## src/rtl/vect_stream_loader.sv

```systemverilog
// Streams NWI passes over a packed-array memory through a 4-entry FIFO; first word valid 3 cycles after start.
// Reads are credit-limited to FIFO space, so m_tready low stalls reads and holds the FIFO head stable.
module vect_stream_loader #(
    parameter  int DATAW   = 32,
    parameter  int GVECT   = 2,
    parameter  int NINPUTS = 2,
    parameter  int SIZE    = 1024,
    parameter  int NWI     = 4,
    localparam int NWORDS  = SIZE / GVECT,
    localparam int ADDRW   = $clog2(NWORDS),
    localparam int WORDW   = DATAW * GVECT * NINPUTS
) (
    input  logic             clk,
    input  logic             rst_n,
    input  logic             start,
    output logic             busy,
    output logic             done,
    output logic             mem_ren,
    output logic [ADDRW-1:0] mem_raddr,
    input  logic [WORDW-1:0] mem_rdata,
    output logic             m_tvalid,
    output logic [WORDW-1:0] m_tdata,
    output logic             m_tlast,
    input  logic             m_tready,
    output logic [31:0]      wi_count
);
    localparam int WIW = (NWI > 1) ? $clog2(NWI) : 1;

    typedef enum logic [1:0] {IDLE, RUN, DRAIN} state_t;

    state_t           r_state;
    logic             r_busy;
    logic [ADDRW-1:0] r_nxt_addr;
    logic [WIW-1:0]   r_nxt_wi;
    logic             r_mem_ren;
    logic [ADDRW-1:0] r_mem_raddr;
    logic             r_mem_last;
    logic             r_rd_vld;
    logic             r_rd_last;
    logic [WORDW-1:0] r_fifo_dat [4];
    logic             r_fifo_last [4];
    logic [1:0]       r_wr_ptr;
    logic [1:0]       r_rd_ptr;
    logic [2:0]       r_count;
    logic [31:0]      r_wi_count;

    logic             w_push;
    logic             w_pop;
    logic [3:0]       w_commit;
    logic             w_start_ok;
    logic             w_issue;
    logic [ADDRW-1:0] w_iss_addr;
    logic [WIW-1:0]   w_iss_wi;
    logic             w_iss_last_word;
    logic             w_iss_final;
    logic             w_done;

    assign w_push = r_rd_vld;
    assign w_pop  = (r_count != 3'd0) && m_tready;

    // Words already owed to the FIFO after this edge: stored, on the bus, or requested last cycle.
    assign w_commit = 4'(r_count) + 4'(r_rd_vld) + 4'(r_mem_ren) - 4'(w_pop);

    assign w_start_ok      = (r_state == IDLE) && start;
    assign w_issue         = w_start_ok || ((r_state == RUN) && (w_commit < 4'd4));
    assign w_iss_addr      = w_start_ok ? '0 : r_nxt_addr;
    assign w_iss_wi        = w_start_ok ? '0 : r_nxt_wi;
    assign w_iss_last_word = (w_iss_addr == ADDRW'(NWORDS - 1));
    assign w_iss_final     = w_iss_last_word && (w_iss_wi == WIW'(NWI - 1));

    // Final word: no more reads are outstanding and the last stored entry is leaving.
    assign w_done = (r_state == DRAIN) && w_pop && (r_count == 3'd1) && !r_rd_vld && !r_mem_ren;

    always_ff @(posedge clk) begin
        if (!rst_n) begin
            r_state     <= IDLE;
            r_busy      <= 1'b0;
            r_nxt_addr  <= '0;
            r_nxt_wi    <= '0;
            r_mem_ren   <= 1'b0;
            r_mem_raddr <= '0;
            r_mem_last  <= 1'b0;
            r_rd_vld    <= 1'b0;
            r_rd_last   <= 1'b0;
            r_wr_ptr    <= '0;
            r_rd_ptr    <= '0;
            r_count     <= '0;
            r_wi_count  <= '0;
        end else begin
            r_mem_ren <= w_issue;
            if (w_issue) begin
                r_mem_raddr <= w_iss_addr;
                r_mem_last  <= w_iss_last_word;
                r_nxt_addr  <= w_iss_last_word ? '0 : w_iss_addr + 1'b1;
                r_nxt_wi    <= w_iss_last_word ? w_iss_wi + 1'b1 : w_iss_wi;
            end
            r_rd_vld  <= r_mem_ren;
            r_rd_last <= r_mem_last;

            if (w_push) r_wr_ptr <= r_wr_ptr + 2'd1;
            if (w_pop)  r_rd_ptr <= r_rd_ptr + 2'd1;
            r_count <= r_count + 3'(w_push) - 3'(w_pop);

            if (w_start_ok)
                r_wi_count <= '0;
            else if (w_pop && r_fifo_last[r_rd_ptr])
                r_wi_count <= r_wi_count + 32'd1;

            case (r_state)
                IDLE: begin
                    if (w_start_ok) begin
                        r_state <= w_iss_final ? DRAIN : RUN;
                        r_busy  <= 1'b1;
                    end
                end
                RUN: begin
                    if (w_issue && w_iss_final) r_state <= DRAIN;
                end
                DRAIN: begin
                    if (w_done) begin
                        r_state <= IDLE;
                        r_busy  <= 1'b0;
                    end
                end
                default: begin
                    r_state <= IDLE;
                    r_busy  <= 1'b0;
                end
            endcase
        end
    end

    // Payload storage needs no reset; occupancy gates every use of it.
    always_ff @(posedge clk) begin
        if (w_push) begin
            r_fifo_dat[r_wr_ptr]  <= mem_rdata;
            r_fifo_last[r_wr_ptr] <= r_rd_last;
        end
    end

    assign busy      = r_busy;
    assign done      = w_done;
    assign mem_ren   = r_mem_ren;
    assign mem_raddr = r_mem_raddr;
    assign m_tvalid  = (r_count != 3'd0);
    assign m_tdata   = r_fifo_dat[r_rd_ptr];
    assign m_tlast   = m_tvalid && r_fifo_last[r_rd_ptr];
    assign wi_count  = r_wi_count;

endmodule

```

## config.mk

```make
export PLATFORM = sky130hd
export DESIGN_NAME = vect_stream_loader
export DESIGN_NICKNAME = d
export VERILOG_FILES = /design/src/rtl/vect_stream_loader.sv
export SDC_FILE = /design/constraint.sdc
export NUM_CORES = 1
export LEC_CHECK = 0
export ABC_AREA = 1
export BUFFER_PORTS_ARGS = -buffer_cell sky130_fd_sc_hd__buf_4
export CORE_MARGIN = 2
export CORE_UTILIZATION = 35
export CTS_CLUSTER_SIZE = 10
export DETAILED_ROUTE_END_ITERATION = 10
export GPL_TIMING_DRIVEN = 0
export PLACE_DENSITY = 0.61
export SLEW_MARGIN = 20
export SYNTH_ARGS = -nofsm -noshare
export SYNTH_HDL_FRONTEND = slang
export SYNTH_SLANG_ARGS = --single-unit
export TNS_END_PERCENT = 1
```

## constraint.sdc

```tcl
create_clock -name clk -period 3.8 [get_ports clk]
set_input_delay 0.19 -clock clk [delete_from_list [all_inputs] [get_ports clk]]
set_output_delay 0.19 -clock clk [all_outputs]
set_load 0.05 [all_outputs]
```

==> results.sh, run 1 <==
export IMPL_status="completed"
export IMPL_cp_slowest_cell="dfxtp_1"
export IMPL_drive_above_1_share=0.186
export IMPL_track_usage=0.189
export IMPL_regArea_um2=16900
export IMPL_syn_inst=1807
export IMPL_drt_iter0_drc=1242
export IMPL_nets=2461
export IMPL_cp_max_fo=10
export IMPL_path_clk_slew_ns=0.05
export IMPL_dp_hpwl_um=39400
export IMPL_max_cap_violations=0
export IMPL_syn_num_nets=1952
export IMPL_min_to="mem_raddr[5]$_SDFFE_PN0P_"
export IMPL_fp_row_count=93
export IMPL_die_area_um2=66700
export IMPL_grt_overflow_total=0
export IMPL_ioPinCount=306
export IMPL_worstPathArrival_ns=3.22
export IMPL_fmax_mhz=294
export IMPL_yosysMostFrequentCell="edfxtp_1"
export IMPL_die_y_um=258
export IMPL_cts_tree="built"
export IMPL_cts_root_buf="clkbuf_16"
export IMPL_max_slew_margin_rel=0.497
export IMPL_multi_input_area_um2=5130
export IMPL_total_power_uw=19000
export IMPL_period_minus_slack_ns=3.41
export IMPL_critical_path_class="reg2out"
export IMPL_synth_top_cell_area_share=0.684
export IMPL_clk_path_buf_depth=3
export IMPL_whs_ns=0.0572
export IMPL_clock_sinks=584
export IMPL_synth_edf_count=516
export IMPL_coreArea_um2=64200
export IMPL_die_w_um=258
export IMPL_io_buffers=304
export IMPL_finalCritPeriodShare=0.896
export IMPL_yosysTopAreaCell="edfxtp_1"
export IMPL_critPathMostFrequentCell="buf_4"
export IMPL_reg2reg_to="r_nxt_wi[1]$_SDFFE_PN0P_"
export IMPL_synth_ff_type="edfxtp_1"
export IMPL_via_count=16000
export IMPL_fin_skew_ns=0.0259
export IMPL_routedWlPerCell_um=20.0
export IMPL_end_kind="primary output"
export IMPL_start_util=0.353
export IMPL_cp_start_kind="flop"
export IMPL_placed_area_um2=26100
export IMPL_antenna_found_initial=3
export IMPL_ys_types=37
export IMPL_final_hold_violation_count=0
export IMPL_grt_pass1_wl_um=95900
export IMPL_syn_avg_cell_area_um2=12.5
export IMPL_cts_setup_buffers=0
export IMPL_fin_cells=3208
export IMPL_dr_pass1_iters=5
export IMPL_design_area_um2=29400
export IMPL_leakage_uw=0.0103
export IMPL_synthArstFlopShare=0
export IMPL_wirelength_um=64100
export IMPL_cts_made_buffers=70
export IMPL_hold_path_cell_count=3
export IMPL_r2r_start="r_state[1]$_SDFFE_PN0P_"
export IMPL_synthTopCellsByArea="edfxtp_1 (68%), o21ai_0 (6.3%), dfxtp_1 (6.0%)"
export IMPL_nFillCells=5761
export IMPL_cp_required_ns=3.61
export IMPL_setup_viol_count_final=0
export IMPL_gp_congestion=0.897
export IMPL_dp_cells=2970
export IMPL_ir_worst_vdd_mv=0.440
export IMPL_r2r_slack_ns=0.90
export IMPL_reg2reg_depth=15
export IMPL_worstPathCellList="buf_4 > buf_2 > clkbuf_1 > nor2_1 > o22ai_1 > buf_4"
export IMPL_min_path_type="in2reg"
export IMPL_netlist_top_cells_count="edfxtp_1 (516), nor2_1 (310), o21ai_0 (284)"
export IMPL_synth_warning_count=0
export IMPL_max_stage_delay_ns=0.57
export IMPL_hp_start="rst_n"
export IMPL_drc_errors=0
export IMPL_htreeDepth=3
export IMPL_area_growth_pct=29.9
export IMPL_power_density_nw_per_um2=644
export IMPL_vias_per_cell=5.00
export IMPL_grt_max_degree=83
export IMPL_clk_latency_ns=0.60
export IMPL_grt_pass1_vias=16200
export IMPL_syn_area_um2=22600
export IMPL_drv_slew=0
export IMPL_utilization=0.458
export IMPL_rsz0062_at_grt="false"
export IMPL_postRouteAntennaNets=0
export IMPL_synth_seq_area_share=0.744
export IMPL_worst_pin_slew_ns=0.754
export IMPL_synth_seq_cells=584
## sequential cells by signal, summed over array words and instances, names as in the netlist, 2 cells and up, named ones only
signal,flops
r_fifo_dat,512
wi_count,32
mem_raddr,9
r_fifo_last,4
r_count,3
r_nxt_wi,2
r_wr_ptr,2
r_nxt_addr,9
r_state,2
r_rd_ptr,2
## final cells by class
| cell class | instances | share of cell area |
|---|---|---|
| Antenna cell | 1 | 0.0000851 |
| Clock buffer | 98 | 0.0653 |
| Buffer | 96 | 0.0140 |
| Multi-Input combinational cell | 1061 | 0.174 |
| Clock inverter | 10 | 0.00204 |
| Tap cell | 855 | 0.0364 |
| Timing Repair Buffer | 437 | 0.125 |
| Inverter | 66 | 0.00944 |
| Sequential cell | 584 | 0.573 |
## routing by layer
layer / up-vias / GRT usage / share of wire
met2: 520 / 0.314 / 0.48
met1: 7834 / 0.247 / 0.42
li1: 7566 / - / -
met5: - / 0 / 0.00031
met4: 4 / 0.0625 / 0.029
met3: 122 / 0.0417 / 0.063
## worst max path at each step
stage	start	depth (start not counted)	slack [ns]	endpoint
6_report	flop	6	0.39	m_tdata[13]
5_1_grt	flop	7	0.21	m_tdata[106]
4_1_cts	flop	7	0.29	m_tdata[106]
3_5_place_dp	r_state[1]$_SDFFE_PN0P_	15	0.91	r_nxt_wi[1]$_SDFFE_PN0P_
3_3_place_gp	r_wr_ptr[0]$_SDFFE_PN0P_	4	-2.21	r_fifo_dat[0][61]$_DFFE_PP_
2_1_floorplan	r_wr_ptr[0]$_SDFFE_PN0P_	4	0.21	r_fifo_dat[2][0]$_DFFE_PP_
## metrics by stage
step,setup TNS [ns],setup WS (ns)
global route,0,0.206
global placement,-1094.24,-2.21
CTS,0,0.286
detailed placement,0,0.913
finish,0,0.394
floorplan,0,0.214
## critical path, delay by kind of cell, from the launching register on
family          cells  cell delay, ns
compound gates      1            0.35
buf+inv             4            1.58
flops               1            0.57
simple gates        1            0.11
## cells by family (layout without fill, tap and decap cells)
| group | after synthesis | after routing | share of synthesized area |
|---|---|---|---|
| AO/OA/AOI/OAI | 464 | 464 | 0.110 |
| flip-flops | 584 | 584 | 0.744 |
| XOR/XNOR | 11 | 11 | 0.00426 |
| buffers and inverters | 162 | 707 | 0.0289 |
| adder cells (fa/ha/maj) | 13 | 13 | 0.00752 |
| other | 0 | 1 | 0 |
| AND/OR/NAND/NOR | 573 | 573 | 0.105 |
## cells in the final DEF (no fill, tap or decap), types with 5 or more instances in the layout
master	netlist	layout
nor2_1	310	310
o22ai_1	128	128
nor3_1	9	9
nand4_1	5	5
a21oi_1	47	47
nor2_4	5	5
clkinv_1	1	5
buf_4	5	309
nor2_2	5	5
ha_1	12	12
nand3_1	38	38
dlygate4sd3_1	0	129
edfxtp_1	516	516
inv_2	5	5
dfxtp_1	68	68
nand3b_1	7	7
nand2_1	180	180
xor2_1	8	8
buf_1	7	7
inv_1	60	56
o21ai_0	284	284
buf_2	10	10
clkbuf_1	72	93
clkbuf_16	0	73
## what timing repair did
| item | in CTS | in global routing |
|---|---|---|
| gates resized for setup | 0 | 0 |
| hold endpoints to repair | 513 | 0 |
| hold buffers | 129 | 0 |
| endpoints found under the setup margin | 0 | 0 |
## power breakdown
group          internal [µW]  switching [µW]
sequential              7170            71.5
combinational           1500            4280
clock                   3490            2440
total                  12200            6800
(Power assumes the default switching activity.)
==> run 2, diff against run 1 <==
--- a/config.mk
+++ b/config.mk
@@ -9,9 +9,11 @@
 export BUFFER_PORTS_ARGS = -buffer_cell sky130_fd_sc_hd__buf_4
 export CORE_MARGIN = 2
 export CORE_UTILIZATION = 35
+export CTS_CLUSTER_DIAMETER = 40
 export CTS_CLUSTER_SIZE = 10
 export DETAILED_ROUTE_END_ITERATION = 10
 export GPL_TIMING_DRIVEN = 0
+export HOLD_SLACK_MARGIN = 0.1
 export PLACE_DENSITY = 0.61
 export SLEW_MARGIN = 20
 export SYNTH_ARGS = -nofsm -noshare
==> results.sh, run 2 (synthesis results as in run 1) <==
export IMPL_status="completed"
export IMPL_path_depth=7
export IMPL_vias_per_cell=4.99
export IMPL_nFillCells=5657
export IMPL_die_w_um=258
export IMPL_largest_reg_flops=512
export IMPL_wirelength_um=64700
export IMPL_rsz0062_at_grt="false"
export IMPL_ir_worst_vdd_mv=0.520
export IMPL_grt_pass1_vias=16500
export IMPL_cts_setup_buffers=0
export IMPL_cts_root_buf="clkbuf_16"
export IMPL_setup_viol_count_final=0
export IMPL_cp_top_family="buffers and inverters"
export IMPL_grt_overflow_total=0
export IMPL_ioPinCount=306
export IMPL_final_hold_violation_count=0
export IMPL_postRouteAntennaNets=0
export IMPL_min_to="r_fifo_dat[0][88]$_DFFE_PP_"
export IMPL_die_y_um=258
export IMPL_critical_path_class="reg2out"
export IMPL_power_density_nw_per_um2=697
export IMPL_layout_common_cells="edfxtp_1 (516), nor2_1 (310), buf_4 (309)"
export IMPL_leakage_uw=0.0109
export IMPL_fmax_mhz=292
export IMPL_fp_row_count=93
export IMPL_gp_congestion=0.897
export IMPL_dr_pass1_iters=5
export IMPL_worst_pin_slew_ns=0.749
export IMPL_end_kind="primary output"
export IMPL_nets=2486
export IMPL_path_clk_slew_ns=0.05
export IMPL_drc_errors=0
export IMPL_final_common_cell="edfxtp_1"
export IMPL_cp_max_fo=10
export IMPL_coreArea_um2=64200
export IMPL_cp_required_ns=3.61
export IMPL_pre_cts_slack_ns=0.913
export IMPL_clock_sinks=584
export IMPL_routedWlPerCell_um=19.8
export IMPL_r2r_start="r_state[1]$_SDFFE_PN0P_"
export IMPL_reg2reg_depth=15
export IMPL_track_usage=0.190
export IMPL_top_register="r_fifo_dat"
export IMPL_grt_max_degree=83
export IMPL_critPathMostFrequentCell="buf_4"
export IMPL_worstPathArrival_ns=3.23
export IMPL_total_power_uw=21300
export IMPL_min_path_type="in2reg"
export IMPL_finalCritPeriodShare=0.901
export IMPL_cts_made_buffers=92
export IMPL_max_stage_delay_ns=0.57
export IMPL_hold_path_cell_count=2
export IMPL_via_count=16300
export IMPL_worstPathCellList="buf_4 > buf_2 > buf_2 > buf_4 > nor2_1 > o22ai_1 > buf_4"
export IMPL_cp_start_kind="flop"
export IMPL_start_util=0.353
export IMPL_fin_skew_ns=0.0128
export IMPL_htreeDepth=3
export IMPL_cts_resized=0
export IMPL_hp_start="mem_rdata[88]"
export IMPL_clk_latency_ns=0.62
export IMPL_timing_critical_path_buf_inv=5
export IMPL_hold_buffers=132
export IMPL_drv_slew=0
export IMPL_grt_pass1_wl_um=96800
export IMPL_antenna_found_initial=3
export IMPL_area_growth_pct=34.8
export IMPL_postLayoutSetupSlackWorst_ns=0.378
export IMPL_io_buffers=304
export IMPL_cts_tree="built"
export IMPL_drt_iter0_drc=1291
export IMPL_drive_above_1_share=0.206
export IMPL_reg2reg_to="r_nxt_wi[1]$_SDFFE_PN0P_"
export IMPL_clk_path_buf_depth=3
export IMPL_max_cap_violations=0
export IMPL_cp_slowest_cell="dfxtp_1"
export IMPL_die_area_um2=66700
export IMPL_r2r_slack_ns=0.86
export IMPL_max_slew_margin_rel=0.501
export IMPL_dp_hpwl_um=39400
export IMPL_period_minus_slack_ns=3.42
## run 2: worst register-to-register path: cells and delay by family (launching register included)
family | cells | cell delay [ns]
adders and majority gates | 2 | 0.48
AOI/OAI and AO/OA | 3 | 0.39
buffers and inverters | 3 | 0.53
and+or+nand+nor | 7 | 1.08
DFF | 1 | 0.39
## run 2: worst max path at each step
stage | from | end
6_report | flop | m_tdata[100]
5_1_grt | flop | m_tdata[106]
4_1_cts | flop | m_tdata[106]
3_5_place_dp | r_state[1]$_SDFFE_PN0P_ | r_nxt_wi[1]$_SDFFE_PN0P_
3_3_place_gp | r_wr_ptr[0]$_SDFFE_PN0P_ | r_fifo_dat[0][61]$_DFFE_PP_
2_1_floorplan | r_wr_ptr[0]$_SDFFE_PN0P_ | r_fifo_dat[2][0]$_DFFE_PP_
## run 2: final cells by class
type,instances,area [µm²],share of cell area
plain buffers,96,412,0.0135
repair buffers,440,3710,0.122
clock inverters,57,632,0.0207
inverters,66,278,0.00910
multi-input cells,1061,5130,0.168
flip-flops and latches,584,16900,0.552
diodes,1,2.50,0.0000820
clock buffers,109,2420,0.0793
well taps,855,1070,0.0351
## run 2: power breakdown
group | internal, µW | total [µW] | leakage (µW) | switching [µW]
sequential | 7180 | 7250 | 0.00521 | 71.5
clock | 5290 | 8210 | 0.00147 | 2930
combinational | 1500 | 5790 | 0.00418 | 4290
total | 14000 | 21300 | 0.0109 | 7290
## run 2: metrics by stage
step | instance area [µm²] | cells | utilization | hold slack (ns) | setup TNS, ns
after detailed placement | 26100 | 2970 | 0.407 | 0.392 | 0
final | 30500 | 3269 | 0.475 | 0.308 | 0
after floorplan | 22600 | 1807 | - | 0.289 | 0
after global routing | 30500 | 3268 | 0.475 | 0.289 | 0
after global placement | 26000 | 2966 | 0.405 | 0.389 | -1094.24
after CTS | 30500 | 3268 | 0.475 | 0.268 | 0
## run 2: per-layer routing
metal / wire [µm] / vias to the layer above / GRT usage
met5: 35 / - / 0
met4: 1630 / 6 / 0.0670
met3: 4110 / 106 / 0.0410
met2: 31600 / 530 / 0.317
met1: 27300 / 8014 / 0.246
li1: - / 7652 / -
==> run 3, diff against run 2 <==
--- a/config.mk
+++ b/config.mk
@@ -14,7 +14,7 @@
 export DETAILED_ROUTE_END_ITERATION = 10
 export GPL_TIMING_DRIVEN = 0
 export HOLD_SLACK_MARGIN = 0.1
-export PLACE_DENSITY = 0.61
+export PLACE_DENSITY = 0.64
 export SLEW_MARGIN = 20
 export SYNTH_ARGS = -nofsm -noshare
 export SYNTH_HDL_FRONTEND = slang
==> results.sh, run 3 (synthesis results as in run 1) <==
export IMPL_power_share_clock=0.375
export IMPL_critPathMostFrequentCell="clkbuf_1"
export IMPL_clk_latency_ns=0.62
export IMPL_max_cap_violations=0
export IMPL_critical_path_class="reg2out"
export IMPL_track_usage=0.189
export IMPL_antenna_found_initial=7
export IMPL_grt_max_degree=76
export IMPL_pwr_share_seq=0.348
export IMPL_drv_slew=0
export IMPL_netSwitchingPower_uw=7240
export IMPL_setup_tns_ns=0
export IMPL_largest_reg_flops=512
export IMPL_fmax_mhz=294
export IMPL_end_kind="primary output"
export IMPL_htreeDepth=3
export IMPL_io_buffers=304
export IMPL_final_hold_violation_count=0
export IMPL_path_clk_slew_ns=0.05
export IMPL_nets=2484
export IMPL_die_y_um=258
export IMPL_cts_root_buf="clkbuf_16"
export IMPL_grt_pass1_vias=16700
export IMPL_combPwrFrac=0.277
export IMPL_fin_skew_ns=0.0161
export IMPL_status="completed"
export IMPL_routedWlPerCell_um=19.8
export IMPL_die_area_um2=66700
export IMPL_layout_common_cells="edfxtp_1 (516), nor2_1 (310), buf_4 (309)"
export IMPL_cp_required_ns=3.61
export IMPL_leakage_uw=0.0108
export IMPL_rsz0062_at_grt="false"
export IMPL_intPower_uw=13600
export IMPL_grt_overflow_total=0
export IMPL_period_minus_slack_ns=3.40
export IMPL_finalCritPeriodShare=0.894
export IMPL_drc_errors=0
export IMPL_cp_top_family="buffers and inverters"
export IMPL_postRouteAntennaNets=0
export IMPL_ir_worst_vdd_mv=0.464
export IMPL_met3_usage=0.0438
export IMPL_whs_ns=0.310
export IMPL_total_power_uw=20800
export IMPL_vias_per_cell=5.05
export IMPL_r2r_start="r_state[1]$_SDFFE_PN0P_"
export IMPL_area_growth_pct=34.1
export IMPL_dp_hpwl_um=39800
export IMPL_drive_above_1_share=0.203
export IMPL_coreArea_um2=64200
export IMPL_grt_busiest_layer="met2"
export IMPL_wirelength_um=64600
export IMPL_cp_slowest_cell="clkbuf_1"
export IMPL_gp_congestion=0.911
export IMPL_min_path_type="in2reg"
export IMPL_hp_start="mem_rdata[71]"
export IMPL_power_density_nw_per_um2=686
export IMPL_grt_pass1_wl_um=96400
export IMPL_worst_pin_slew_ns=1.22
export IMPL_cts_tree="built"
export IMPL_dr_pass1_iters=5
export IMPL_worstPathArrival_ns=3.21
export IMPL_cts_resized=0
export IMPL_timing_critical_path_buf_inv=4
export IMPL_cts_setup_buffers=0
export IMPL_clock_sinks=584
export IMPL_ioPinCount=306
export IMPL_drt_iter0_drc=1415
export IMPL_max_stage_delay_ns=0.78
export IMPL_worstPathCellList="inv_2 > clkbuf_1 > clkbuf_1 > nor2_1 > o22ai_1 > buf_4"
export IMPL_p_sw_frac=0.347
export IMPL_met1_usage=0.235
export IMPL_cp_max_fo=10
export IMPL_max_slew_margin_rel=0.190
export IMPL_utilization=0.473
export IMPL_via_count=16500
export IMPL_final_common_cell="edfxtp_1"
export IMPL_cts_made_buffers=90
export IMPL_die_w_um=258
export IMPL_fp_row_count=93
export IMPL_cp_start_kind="flop"
export IMPL_clk_path_buf_depth=3
export IMPL_setup_viol_count_final=0
export IMPL_start_util=0.353
export IMPL_grt_util_met2=0.322
export IMPL_top_register="r_fifo_dat"
run 3: changes by cell type in the layout (fill, tap and decap cells not counted), sizes merged:
cell	change
bufinv	-4
diode	+2
clkinv	-2
clkbuf	-4
clkinvlp	+2
inv	+2
run 3: area by class of cell:
| class | instances | area [µm²] |
|---|---|---|
| fillers | 5694 | 33900 |
| flip-flops and latches | 584 | 16900 |
| clock buffers | 105 | 2360 |
| diodes | 3 | 7.51 |
| multi-input cells | 1061 | 5130 |
| well taps | 855 | 1070 |
| plain buffers | 96 | 408 |
| inverters | 66 | 278 |
| clock inverters | 55 | 528 |
| repair buffers | 440 | 3710 |
run 3: per-stage QoR:
stage	setup WS, ns	area, µm²	std cells
after floorplan	0.214	22600	1807
after global placement	-2.11	26000	2966
after detailed placement	0.972	26100	2970
after CTS	0.282	30300	3262
after global routing	0.169	30300	3264
final	0.402	30400	3265
run 3: path summary, 6_finish.rpt:
check,depth (start not counted),slack [ns],endpoint
max,6,0.40,m_tdata[10]
min,2,0.31,r_fifo_dat[3][71]$_DFFE_PP_
max reg2reg,15,0.89,r_nxt_wi[1]$_SDFFE_PN0P_
min reg2reg,2,0.44,r_rd_last$_SDFF_PN0_
run 3: metal layers:
metal  wire, µm  vias to the layer above
met5         52                        -
met4       1570                        8
met3       4350                      110
met2      31800                      580
met1      26800                     8158
li1           -                     7639
run 3: timing repair:
action | 4_1_cts | 5_1_grt
hold buffers | 132 | 0
hold endpoints to repair | 530 | 0
setup endpoints to repair | 0 | 0
run 3: power by group through the flow:
stage | Clock, µW | Sequential (µW) | Combinational (µW)
final | 7810 | 7250 | 5770
after global routing | 8230 | 7260 | 6120
after CTS | 7950 | 7250 | 5820
after detailed placement | 0 | 7370 | 5680
after global placement | 0 | 7400 | 5610
after floorplan | 0 | 7390 | 3560
run 3: worst reg2reg max path: stages (launching register included):
cell      delay (ns)
dfxtp_1         0.40
nor2_1          0.10
nand2_2         0.18
inv_2           0.05
buf_2           0.19
nor2_1          0.18
ha_1            0.21
nand4_1         0.14
nor2_1          0.18
nand3_1         0.13
nor2_1          0.14
ha_1            0.26
clkinv_1        0.28
o21ai_0         0.16
o21ai_0         0.10
o21ai_0         0.13
